## src/rtl/fifo_arb_pkg.sv

```systemverilog
// Shared types and helpers for the FIFO write-port arbiter.
package fifo_arb_pkg;

    localparam int unsigned MAX_REQ   = 16;
    localparam int unsigned MAX_IDX_W = 4;

    typedef enum logic {
        IDLE  = 1'b0,
        BURST = 1'b1
    } arb_state_e;

    // OR of the indices of set bits; exact for a one-hot or all-zero vector.
    function automatic logic [MAX_IDX_W-1:0] onehot_to_idx(input logic [MAX_REQ-1:0] oh);
        logic [MAX_IDX_W-1:0] idx;
        idx = '0;
        for (int unsigned i = 0; i < MAX_REQ; i++) begin
            if (oh[i]) idx = idx | MAX_IDX_W'(i);
        end
        return idx;
    endfunction

endpackage

```

## src/rtl/fifo_wr_arbiter_if.sv

```systemverilog
// Requester handshake and FIFO write-port signals of the write arbiter.
interface fifo_wr_arbiter_if #(
    parameter int unsigned DATA_WIDTH = 32,
    parameter int unsigned NUM_REQ    = 4
);
    logic [NUM_REQ-1:0]            req_valid;
    logic [NUM_REQ*DATA_WIDTH-1:0] req_data;
    logic [NUM_REQ-1:0]            req_last;
    logic [NUM_REQ-1:0]            req_ready;
    logic                          wfull;
    logic [DATA_WIDTH-1:0]         wdata;
    logic                          winc;
    logic [NUM_REQ-1:0]            grant;
    logic                          burst_trunc;

    modport master (
        input  req_valid, req_data, req_last, wfull,
        output req_ready, wdata, winc, grant, burst_trunc
    );

    modport slave (
        output req_valid, req_data, req_last, wfull,
        input  req_ready, wdata, winc, grant, burst_trunc
    );
endinterface

```

## src/rtl/fifo_wr_arbiter_rr_pick.sv

```systemverilog
// Combinational round-robin picker: first eligible request at or above ptr, wrapping.
module rr_pick #(
    parameter  int unsigned NUM_REQ = 4,
    localparam int unsigned IDX_W   = $clog2(NUM_REQ)
) (
    input  logic [NUM_REQ-1:0] req,
    input  logic [IDX_W-1:0]   ptr,
    input  logic [NUM_REQ-1:0] exclude,
    output logic               found,
    output logic [NUM_REQ-1:0] pick,
    output logic [IDX_W-1:0]   idx
);

    logic [NUM_REQ-1:0] cand;
    logic [IDX_W-1:0]   j;

    assign cand = req & ~exclude;

    always_comb begin
        found = 1'b0;
        pick  = '0;
        idx   = '0;
        j     = '0;
        for (int unsigned k = 0; k < NUM_REQ; k++) begin
            j = IDX_W'((32'(ptr) + k) % NUM_REQ);
            if (!found && cand[j]) begin
                found   = 1'b1;
                pick[j] = 1'b1;
                idx     = j;
            end
        end
    end

endmodule

```

## src/rtl/fifo_wr_arbiter.sv

```systemverilog
// Round-robin, burst-locked arbiter sharing one async-FIFO write port between requesters.
module fifo_wr_arbiter
    import fifo_arb_pkg::*;
#(
    parameter int unsigned DATA_WIDTH = 32,
    parameter int unsigned NUM_REQ    = 4,
    parameter int unsigned MAX_BURST  = 16
) (
    input  logic              wclk,
    input  logic              wrst,
    fifo_wr_arbiter_if.master bus
);

    localparam int unsigned IDX_W = $clog2(NUM_REQ);
    localparam int unsigned CNT_W = $clog2(MAX_BURST + 1);

    arb_state_e         state_q, state_d;
    logic [NUM_REQ-1:0] grant_q, grant_d;
    logic [IDX_W-1:0]   rr_ptr_q, rr_ptr_d;
    logic [CNT_W-1:0]   beat_cnt_q, beat_cnt_d;
    logic               trunc_q, trunc_d;

    logic [IDX_W-1:0]      owner, owner_next;
    logic [IDX_W-1:0]      pick_ptr;
    logic [NUM_REQ-1:0]    pick_excl, pick;
    logic                  pick_found;
    logic [IDX_W-1:0]      unused_pick_idx;
    logic [NUM_REQ-1:0]    ready_c;
    logic [DATA_WIDTH-1:0] wdata_c;
    logic                  winc_c;
    logic                  burst_end;

    assign owner      = IDX_W'(onehot_to_idx(MAX_REQ'(grant_q)));
    assign owner_next = (owner == IDX_W'(NUM_REQ - 1)) ? '0 : owner + IDX_W'(1);

    // At burst end the search starts past the owner and skips it; in IDLE it starts at rr_ptr.
    assign pick_ptr  = (state_q == BURST) ? owner_next : rr_ptr_q;
    assign pick_excl = (state_q == BURST) ? grant_q : '0;

    rr_pick #(.NUM_REQ(NUM_REQ)) u_rr_pick (
        .req     (bus.req_valid),
        .ptr     (pick_ptr),
        .exclude (pick_excl),
        .found   (pick_found),
        .pick    (pick),
        .idx     (unused_pick_idx)
    );

    always_ff @(posedge wclk or posedge wrst) begin
        if (wrst) begin
            state_q    <= IDLE;
            grant_q    <= '0;
            rr_ptr_q   <= '0;
            beat_cnt_q <= '0;
            trunc_q    <= 1'b0;
        end else begin
            state_q    <= state_d;
            grant_q    <= grant_d;
            rr_ptr_q   <= rr_ptr_d;
            beat_cnt_q <= beat_cnt_d;
            trunc_q    <= trunc_d;
        end
    end

    always_comb begin
        state_d    = state_q;
        grant_d    = grant_q;
        rr_ptr_d   = rr_ptr_q;
        beat_cnt_d = beat_cnt_q;
        trunc_d    = 1'b0;
        ready_c    = '0;
        wdata_c    = '0;
        winc_c     = 1'b0;
        burst_end  = 1'b0;

        case (state_q)
            IDLE: begin
                if (pick_found) begin
                    state_d    = BURST;
                    grant_d    = pick;
                    beat_cnt_d = '0;
                end
            end
            BURST: begin
                ready_c[owner] = !bus.wfull;
                wdata_c        = bus.req_data[32'(owner) * DATA_WIDTH +: DATA_WIDTH];
                winc_c         = bus.req_valid[owner] && !bus.wfull;
                if (winc_c) begin
                    beat_cnt_d = beat_cnt_q + CNT_W'(1);
                    burst_end  = bus.req_last[owner] ||
                                 (beat_cnt_q == CNT_W'(MAX_BURST - 1));
                end
                if (burst_end) begin
                    rr_ptr_d   = owner_next;
                    trunc_d    = !bus.req_last[owner];
                    beat_cnt_d = '0;
                    if (pick_found) begin
                        grant_d = pick;
                    end else begin
                        state_d = IDLE;
                        grant_d = '0;
                    end
                end
            end
            default: begin
                state_d = IDLE;
                grant_d = '0;
            end
        endcase
    end

    assign bus.req_ready   = ready_c;
    assign bus.wdata       = wdata_c;
    assign bus.winc        = winc_c;
    assign bus.grant       = grant_q;
    assign bus.burst_trunc = trunc_q;

endmodule

```

## src/flat_wrapper.sv

```systemverilog
// flat-port wrapper written by rule: the top's interface ports become plain ports
module fifo_wr_arbiter_flat import fifo_arb_pkg::*;
#(
    parameter int unsigned DATA_WIDTH = 32,
    parameter int unsigned NUM_REQ    = 4,
    parameter int unsigned MAX_BURST  = 16
)
  (wclk, wrst, bus_req_valid, bus_req_data, bus_req_last, bus_wfull, bus_req_ready, bus_wdata, bus_winc, bus_grant, bus_burst_trunc);
  fifo_wr_arbiter_if #(.DATA_WIDTH(DATA_WIDTH), .NUM_REQ(NUM_REQ)) bus_i ();
  input  logic wclk;
  input  logic wrst;
  input wire logic [$bits(bus_i.req_valid)-1:0] bus_req_valid;
  input wire logic [$bits(bus_i.req_data)-1:0] bus_req_data;
  input wire logic [$bits(bus_i.req_last)-1:0] bus_req_last;
  input wire logic [$bits(bus_i.wfull)-1:0] bus_wfull;
  output wire logic [$bits(bus_i.req_ready)-1:0] bus_req_ready;
  output wire logic [$bits(bus_i.wdata)-1:0] bus_wdata;
  output wire logic [$bits(bus_i.winc)-1:0] bus_winc;
  output wire logic [$bits(bus_i.grant)-1:0] bus_grant;
  output wire logic [$bits(bus_i.burst_trunc)-1:0] bus_burst_trunc;
  assign bus_i.req_valid = bus_req_valid;
  assign bus_i.req_data = bus_req_data;
  assign bus_i.req_last = bus_req_last;
  assign bus_i.wfull = bus_wfull;
  assign bus_req_ready = bus_i.req_ready;
  assign bus_wdata = bus_i.wdata;
  assign bus_winc = bus_i.winc;
  assign bus_grant = bus_i.grant;
  assign bus_burst_trunc = bus_i.burst_trunc;
  fifo_wr_arbiter #(.DATA_WIDTH(DATA_WIDTH), .NUM_REQ(NUM_REQ), .MAX_BURST(MAX_BURST)) u_core (.wclk(wclk), .wrst(wrst), .bus(bus_i));
endmodule
```

## config.mk

```make
export PLATFORM = sky130hd
export DESIGN_NAME = fifo_wr_arbiter_flat
export DESIGN_NICKNAME = d
export VERILOG_FILES = /design/src/rtl/fifo_arb_pkg.sv /design/src/rtl/fifo_wr_arbiter_if.sv /design/src/rtl/fifo_wr_arbiter_rr_pick.sv /design/src/rtl/fifo_wr_arbiter.sv /design/src/flat_wrapper.sv
export SDC_FILE = /design/constraint.sdc
export NUM_CORES = 1
export LEC_CHECK = 0
export CAP_MARGIN = 30
export CORE_MARGIN = 4
export CORE_UTILIZATION = 37
export DETAILED_ROUTE_END_ITERATION = 8
export GPL_TIMING_DRIVEN = 0
export PLACE_DENSITY_LB_ADDON = 0.2
export SLEW_MARGIN = 5
export SYNTH_ARGS = -nofsm -noshare
export SYNTH_HDL_FRONTEND = slang
export SYNTH_SLANG_ARGS = --single-unit
```

## constraint.sdc

```tcl
create_clock -name wclk -period 7.6 [get_ports wclk]
set_input_delay 2.28 -clock wclk [delete_from_list [all_inputs] [get_ports wclk]]
set_output_delay 2.28 -clock wclk [all_outputs]
set_load 0.02 [all_outputs]
```

==> flow_metrics.env <==
export IMPL_outcome="complete, no violations"
export IMPL_num_vias=3310
export IMPL_slew_limit_headroom=0.497
export IMPL_power_density_nw_per_um2=402
export IMPL_fin_skew_ns=0.00134
export IMPL_die_x_um=88.2
export IMPL_yosysTopAreaCellShare=0.174
export IMPL_synth_xor_area_frac=0.00368
export IMPL_die_area_um2=7770
export IMPL_leakage_nw=1.86
export IMPL_grtUsageMet3=0.0743
export IMPL_cts_root_buf="clkbuf_8"
export IMPL_synthTopCellsByArea="nand2_1, mux2i_1, dfrtp_1"
export IMPL_first_global_vias=3380
export IMPL_synth_most_common_cell="nand2_1"
export IMPL_ctsLongestPathBuffers=2
export IMPL_holdBufCountCts=0
export IMPL_drc=0
export IMPL_critPathCaptureType="output port"
export IMPL_netlist_area_um2=2380
export IMPL_grt_util_all_layers=0.258
export IMPL_place_gp_congestion=0.900
export IMPL_rsz0062_at_grt="false"
export IMPL_ir_drop_uv=198
export IMPL_fp_row_count=28
export IMPL_tritoncts="built"
export IMPL_fin_crit_sh=0.836
export IMPL_synth_edf_count=0
export IMPL_p_clk_frac=0.036
export IMPL_routedWlPerCell_um=16.9
export IMPL_synthCells=356
export IMPL_synth_cell_types=39
export IMPL_multi_input_comb_area_um2=1900
export IMPL_grt_util_met2=0.488
export IMPL_grt_max_degree=14
export IMPL_ant_nets=0
export IMPL_fillers=514
export IMPL_swShare=0.523
export IMPL_syn_num_nets=506
export IMPL_worst_slew_pin_slew_ns=0.755
export IMPL_grt_overflow=0
export IMPL_final_setup_tns_ns=0
export IMPL_yosys_area_share_simple=0.427
export IMPL_cts_htree_levels=1
export IMPL_clock_latency_ns=0.24
export IMPL_p_int_uw=831
export IMPL_drv_cap=0
export IMPL_diodes=0
export IMPL_cts_resized=0
export IMPL_die_y_um=88.2
export IMPL_critPathArrivalTime_ns=4.07
export IMPL_synth_seq_cells=13
export IMPL_ios=181
export IMPL_hold_viol_final=0
export IMPL_drt_iter0_drc=235
export IMPL_synth_flop_cell="dfrtp_1"
export IMPL_slew_viol_final=0
export IMPL_ys_seq_area_frac=0.137
export IMPL_synth_top_cell_by_area="nand2_1"
export IMPL_start_util=0.392
export IMPL_vias_per_cell=5.37
export IMPL_synth_mux_area_frac=0.202
export IMPL_start_kind="primary input"
export IMPL_worst_path_max_fanout=6
export IMPL_critical_path_class="primary input to output port"
export IMPL_combinationalPowerShare=0.897
export IMPL_synth_common_cells="nand2_1, mux2i_1, nand3_1, and3_1, clkbuf_1"
export IMPL_p_switching_uw=909
export IMPL_top_usage_layer="met2"
export IMPL_fin_crit_ns=6.35
export IMPL_areaGrowthSynthToFinish_pct=81.9
export IMPL_gr_usage_met1=0.287
export IMPL_seq_area_um2=325
export IMPL_port_buffers=180
export IMPL_grt_antenna_before_repair=0
export IMPL_setup_viol=0
export IMPL_max_freq_ghz=0.157
export IMPL_final_nets=692
export IMPL_numCtsBuffers=3
export IMPL_core_um2=6060
export IMPL_postLayoutCoreUtil=0.714
export IMPL_drt_wl_total_mm=10.4
export IMPL_pwr_share_seq=0.067
export IMPL_synthAdderAreaFrac=0.0579
export IMPL_yosysWarnings=0
export IMPL_drtPass1Iterations=5
export IMPL_ys_async_sr_fraction=1.00
export IMPL_clk_pin_slew_worst_paths_ns=0.05
export IMPL_drive_gt1_frac=0.0314
export IMPL_post_cts_buffers=0
export IMPL_hold_path_class="flip-flop to flip-flop"
export IMPL_grt_pass1_wl_mm=16.0
export IMPL_synth_compound_area_share=0.108
export IMPL_synth_top_family_by_area="simple AND/OR/NAND/NOR gates"
export IMPL_cp_required_ns=5.32
export IMPL_dp_hpwl_mm=8.70
export IMPL_avgSynthCellArea_um2=6.68
export IMPL_clock_sinks=13
power groups by stage:
stage	sequential (mW)	clock [mW]	combinational, mW
2_1_floorplan	0.123	0	0.957
5_1_grt	0.121	0.0664	1.68
6_report	0.117	0.0621	1.56
3_5_place_dp	0.118	0	1.53
3_3_place_gp	0.117	0	1.50
4_1_cts	0.117	0.0618	1.54
cell families (layout without fill, tap and decap cells):
kind of cell    count (synthesis)  after routing
compound gates                 35             35
xor+xnor                        1              1
fa+ha+maj                      11             11
buf+inv                        37            222
flops                          13             13
mux                            45             45
simple gates                  214            214
sequential cells by signal, indices dropped and copies added (netlist names):
register and cells:
u_core.bus.grant 4, u_core.state_q 1, u_core.bus.burst_trunc 1, u_core.rr_ptr_q 2, u_core.beat_cnt_q 5
cell type report:
cell class                      instances  area share
Tap cell                               75      0.0217
Timing Repair Buffer                  181       0.418
Sequential cell                        13      0.0752
Multi-Input combinational cell        306       0.439
Inverter                               13      0.0113
Buffer                                 24      0.0246
Clock buffer                            4      0.0104
placed cells by master, fill, tap and decap left out, types with 2 or more instances in the layout:
master	n
nand2b_1	4
mux2_2	3
dfrtp_1	13
ha_1	11
and3_1	36
a21boi_0	5
nand4_1	4
mux2i_1	40
mux4_2	2
o21ai_0	5
clkdlybuf4s50_1	180
clkbuf_1	20
nand3_1	40
and2_1	4
o22ai_1	4
a21oi_1	2
a21o_1	5
clkbuf_8	3
o221ai_1	3
nand2_1	110
inv_1	11
buf_1	2
o21ai_2	2
o211ai_1	4
a31oi_1	2
nor2_1	5
nor3_1	2
clkinv_1	2
nor3b_1	3
buf_6	2
stage by stage:
stage	setup slack (ns)	cells	hold WS [ns]	total power [mW]	cell area, um^2
floorplan	2.43	356	0.464	1.08	2380
global placement	1.29	611	0.489	1.62	4270
detailed placement	1.25	611	0.506	1.65	4270
CTS	1.25	615	0.519	1.72	4320
global route	1.12	616	0.547	1.87	4330
finish	1.25	616	0.518	1.74	4330
routing by layer:
metal  wire length (um)  vias up
met2               5450      162
met4                214        0
li1                   -     1614
met1               3810     1511
met3                927       23
met5                  0        -
worst max-delay path: stages:
cell	delay (ns)
clkdlybuf4s50_1	0.56
nand2_1	0.08
o211ai_1	0.14
nand4_1	0.18
inv_1	0.20
clkdlybuf4s50_1	0.63
path summary, 6_finish.rpt:
check	startpoint	end	slack, ns	depth (start not counted)
min reg2reg	u_core.rr_ptr_q[1]$_DFFE_PP0P_	u_core.rr_ptr_q[1]$_DFFE_PP0P_	0.52	1
min in group asynchronous	wrst	u_core.bus.burst_trunc$_DFF_PP0_	2.37	2
max	bus_req_valid[3]	bus_winc	1.25	6
max reg2reg	u_core.bus.grant[1]$_DFFE_PP0P_	u_core.bus.grant[1]$_DFFE_PP0P_	3.42	14
min	u_core.rr_ptr_q[1]$_DFFE_PP0P_	u_core.rr_ptr_q[1]$_DFFE_PP0P_	0.52	1
max in group asynchronous	wrst	u_core.beat_cnt_q[0]$_DFFE_PP0P_	4.89	2
Power figures use the tool's default switching activity.
